## src/rtl/async_fifo_rd_ctrl.sv

```systemverilog
// async_fifo_rd_ctrl: read-clock-domain controller of the asynchronous FIFO.
// Owns the binary/Gray read pointer and derives EMPTY and LEVEL from the
// synchronized Gray write pointer. Drives the memory read address and
// presents popped words through a registered valid/ready output stage.
// Optional feature macro: ASYNC_FIFO_RD_PTR_CHK_EN adds the sticky PTR_ERR
// output, which flags an impossible fill level.
module async_fifo_rd_ctrl #(
    parameter int unsigned ADDR_WIDTH = 3,
    parameter int unsigned DATA_WIDTH = 8
) (
    input  logic                  CLK,
    input  logic                  RST,
    input  logic [ADDR_WIDTH:0]   WPTR_SYNC,
    input  logic [DATA_WIDTH-1:0] MEM_DATA,
    input  logic                  OUT_READY,
    output logic [ADDR_WIDTH-1:0] RD_ADDR,
    output logic                  RD_EN,
    output logic [ADDR_WIDTH:0]   RPTR_GRAY,
    output logic                  EMPTY,
    output logic [ADDR_WIDTH:0]   LEVEL,
    output logic [DATA_WIDTH-1:0] OUT_DATA,
    output logic                  OUT_VALID
`ifdef ASYNC_FIFO_RD_PTR_CHK_EN
    ,
    output logic                  PTR_ERR
`endif
);

    localparam int unsigned PTR_W = ADDR_WIDTH + 1;
    localparam logic [PTR_W-1:0] DEPTH = PTR_W'(1) << ADDR_WIDTH;

    logic [PTR_W-1:0] rbin;
    logic [PTR_W-1:0] rbin_nxt;
    logic [PTR_W-1:0] wbin;
    logic             pop;

    // Gray-to-binary of the synchronized write pointer: bit i is the XOR of bits i and above
    always_comb begin
        wbin = '0;
        for (int unsigned i = 0; i < PTR_W; i++) begin
            wbin[i] = ^(WPTR_SYNC >> i);
        end
    end

    assign rbin_nxt  = rbin + PTR_W'(1);
    assign EMPTY     = (RPTR_GRAY == WPTR_SYNC);
    assign LEVEL     = wbin - rbin;
    assign pop       = !EMPTY && (!OUT_VALID || OUT_READY);
    assign RD_EN     = pop;
    assign RD_ADDR   = rbin[ADDR_WIDTH-1:0];

    // Read pointer and output stage: pop refills, a lone accept empties, a stall holds
    always_ff @(posedge CLK) begin
        if (RST) begin
            rbin      <= '0;
            RPTR_GRAY <= '0;
            OUT_VALID <= 1'b0;
            OUT_DATA  <= '0;
        end else if (pop) begin
            rbin      <= rbin_nxt;
            RPTR_GRAY <= rbin_nxt ^ (rbin_nxt >> 1);
            OUT_DATA  <= MEM_DATA;
            OUT_VALID <= 1'b1;
        end else if (OUT_VALID && OUT_READY) begin
            OUT_VALID <= 1'b0;
        end
    end

`ifdef ASYNC_FIFO_RD_PTR_CHK_EN
    // Sticky flag: a level above the memory depth means the pointers have diverged
    always_ff @(posedge CLK) begin
        if (RST) begin
            PTR_ERR <= 1'b0;
        end else if (LEVEL > DEPTH) begin
            PTR_ERR <= 1'b1;
        end
    end
`else
    // Pointer consistency checking is not built in this configuration.
`endif

endmodule

```

## config.mk

```make
export PLATFORM = sky130hd
export DESIGN_NAME = async_fifo_rd_ctrl
export DESIGN_NICKNAME = d
export VERILOG_FILES = /design/src/rtl/async_fifo_rd_ctrl.sv
export SDC_FILE = /design/constraint.sdc
export NUM_CORES = 1
export LEC_CHECK = 0
export ABC_AREA = 1
export BUFFER_PORTS_ARGS = -buffer_cell sky130_fd_sc_hd__buf_2
export CORE_MARGIN = 1.5
export CORE_UTILIZATION = 45
export CTS_CLUSTER_SIZE = 16
export DETAILED_ROUTE_END_ITERATION = 12
export PLACE_DENSITY = 0.78
export REMOVE_ABC_BUFFERS = 1
export SLEW_MARGIN = 25
export SYNTH_ARGS = -nofsm -noshare
export SYNTH_HDL_FRONTEND = slang
export SYNTH_SLANG_ARGS = --single-unit
```

## constraint.sdc

```tcl
create_clock -name CLK -period 1.7 [get_ports CLK]
set_input_delay 0.085 -clock CLK [delete_from_list [all_inputs] [get_ports CLK]]
set_output_delay 0.085 -clock CLK [all_outputs]
set_load 0.01 [all_outputs]
```

==> metrics.yaml <==
ff2ff_path_depth: 9
drtPass1Iterations: 4
grt_overflow: 0
portBuffers: 36
status: "finished, final reports clean"
start_util_pct: 47.4
ys_seq_area_share_pct: 30.8
rows: 17
yosysTopAreaCell: "dfxtp_1"
utilization_pct: 62.1
drive_gt1_share_pct: 37.2
max_cap_violations: 0
grt_max_degree: 18
routed_wl_mm: 2.31
avgSynthCellArea_um2: 6.70
yosys_warnings: 0
grt_first_pass_wirelength_mm: 3.55
finClkSkew_ps: 1.93
syn_inst: 155
clock-sinks: 16
area_growth_pct: 31.0
first_iter_violations: 14
cpMaxStageDelayCell: "fa_2"
gp_congestion: 0.719
synth_top_cell_area_share_pct: 30.8
hp-class: "in2reg"
core_region_area_um2: 2190
cts.clk_slew.worst_paths_ps: 90
hold_viol_final: 0
crit_chain: "ha_1 -> fa_2 -> inv_1 -> buf_2"
ios: 37
timing.slew.headroom_pct: 69.2
antenna_cells: 0
crit_buf_inv: 2
path_max_fanout: 6
r2r-start: "rbin[0]$_SDFFE_PP0P_"
grt.total_usage_pct: 17.7
drc: 0
die_x_um: 51.0
combPwrFrac_pct: 45.9
grt_setup_unrepaired: "true"
p_sw_share_pct: 38.5
p_leak_nw: 0.805
setup_violations: 0
ctsLongestPathBuffers: 2
min_to: "OUT_DATA[7]$_SDFFE_PP0P_"
ctsRootBufferMaster: "clkbuf_4"
r2r-end: "RPTR_GRAY[1]$_SDFFE_PP0P_"
powerDensity_nw_per_um2: 1020
start_kind: "register"
rrSetupSlack_ps: 150
holdCritStartpoint: "MEM_DATA[7]"
crit_type: "reg2out"
arrival_ps: 1560
ys_ff_latch: 16
crit_path_max_incr_delay_ps: 520
htree_levels: 1
numCtsBuffers: 3
cts_tree: "yes"
wire_per_inst_um: 10.2
fp.dieArea_um2: 2610
dpl.hpwl_mm: 1.65
drt.antenna.violating_nets: 0
period_needed_ps: 1650
synth_area_um2: 1040
hold_depth: 5
switchingPower_w: 0.000532
layout_common_cells: "nand2_1, buf_2, inv_1"
netlist-cell-type-count: 23
clock_power_share_pct: 18.2
drv_slew: 0
viasPerCell: 4.65
cp-end-kind: "output port"
internal_power_w: 0.000849
required_ps: 1620
tightest_slew_ps: 461
die_y_um: 51.0
seqPwrFrac_pct: 35.9
clkLatencyLatePin_ps: 290
irDropWorstVdd_uv: 642
finalSetupTns_ps: 0
cp_top_family: "adder cells"
final_nets: 220
min_period_over_period_pct: 97.0
synthTopCellsByArea: "dfxtp_1, nand2_1, inv_1"
grt_pass1_vias: 901
antenna_found_initial: 0
fmax_mhz: 606
vias: 1055
-- layer usage --
metal | vias to the layer above | track usage, % | part of all wire (%)
li1 | 550 | - | -
met1 | 460 | 21.3 | 43
met2 | 42 | 31.8 | 49
met3 | 3 | 2.92 | 6.8
met4 | 0 | 5.41 | 1.0
met5 | - | 0 | 0
-- tightest hold or removal path: stages --
cell	delay (ps)
buf_2	70
inv_1	30
nand3_1	60
nand2_1	50
nor2_1	80
-- layout make-up --
type	count	area, um2
Clock buffer	4	36.3
Fill cell	210	831
Inverter	28	110
Multi-Input combinational cell	107	596
Sequential cell	16	330
Tap cell	28	35.0
Timing Repair Buffer	44	253
-- registers in the layout, summed over array words and instances, names as in the netlist --
signal     cells
OUT_DATA       8
RPTR_GRAY      4
rbin           3
OUT_VALID      1
-- cell usage after synthesis --
library cell and count:
inv_4 1, xor2_1 3, nand4_1 1, buf_2 1
nor2_2 10, dfxtp_1 16, buf_1 1, nand2_1 36
or2_2 1, inv_2 2, nand3_1 17, xnor2_1 4
ha_1 4, fa_1 1, nor2_4 1, buf_12 1
buf_6 1, nand2_2 2, o21ai_0 1, inv_1 25
a21oi_1 2, nand2_4 2, nor2_1 22
-- power by group through the flow --
stage	registers [W]	logic, W	clock network (W)
after floorplan	0.000524	0.000362	0
after global placement	0.000497	0.000562	0
after detailed placement	0.000499	0.000586	0
after CTS	0.000493	0.000590	0.000257
after global routing	0.000504	0.000711	0.000275
final	0.000496	0.000634	0.000251
-- timing repair --
item | CTS | global route
buffers inserted | 0 | 6
pin swaps | 1 | 2
setup endpoints to repair | 2 | 3
resized for setup | 3 | 9
hold buffers | 0 | 0
-- worst max-delay path by stage --
stage / from / endpoint / slack (ps) / cells after the start
global route: rbin[0]$_SDFFE_PP0P_ / LEVEL[2] / 2 / 4
floorplan: WPTR_SYNC[3] / LEVEL[2] / 260 / 6
detailed placement: WPTR_SYNC[3] / LEVEL[2] / -30 / 8
global placement: WPTR_SYNC[3] / LEVEL[2] / 70 / 8
finish: rbin[0]$_SDFFE_PP0P_ / LEVEL[1] / 50 / 4
CTS: rbin[0]$_SDFFE_PP0P_ / LEVEL[2] / 1 / 4
-- cells by family after synthesis --
| kind of cell | Yosys count | share of synthesized area [%] |
|---|---|---|
| AO/OA/AOI/OAI | 3 | 1.45 |
| XOR/XNOR | 7 | 5.90 |
| adder cells (fa/ha/maj) | 5 | 6.75 |
| buffers and inverters | 32 | 14.2 |
| flip-flops | 16 | 30.8 |
| AND/OR/NAND/NOR | 92 | 40.8 |
-- through the flow --
step | cells | instance area [um2] | hold WS [ps] | power (W) | worst slack (ps)
6_report | 227 | 1360 | 118 | 0.00138 | 50.2
5_1_grt | 227 | 1360 | 136 | 0.00149 | 2.34
4_1_cts | 221 | 1270 | 115 | 0.00134 | 1.14
3_5_place_dp | 217 | 1230 | 423 | 0.00108 | -30.7
3_3_place_gp | 217 | 1230 | 413 | 0.00106 | 66.2
2_1_floorplan | 151 | 998 | 311 | 0.000886 | 256
(Power assumes the default switching activity.)
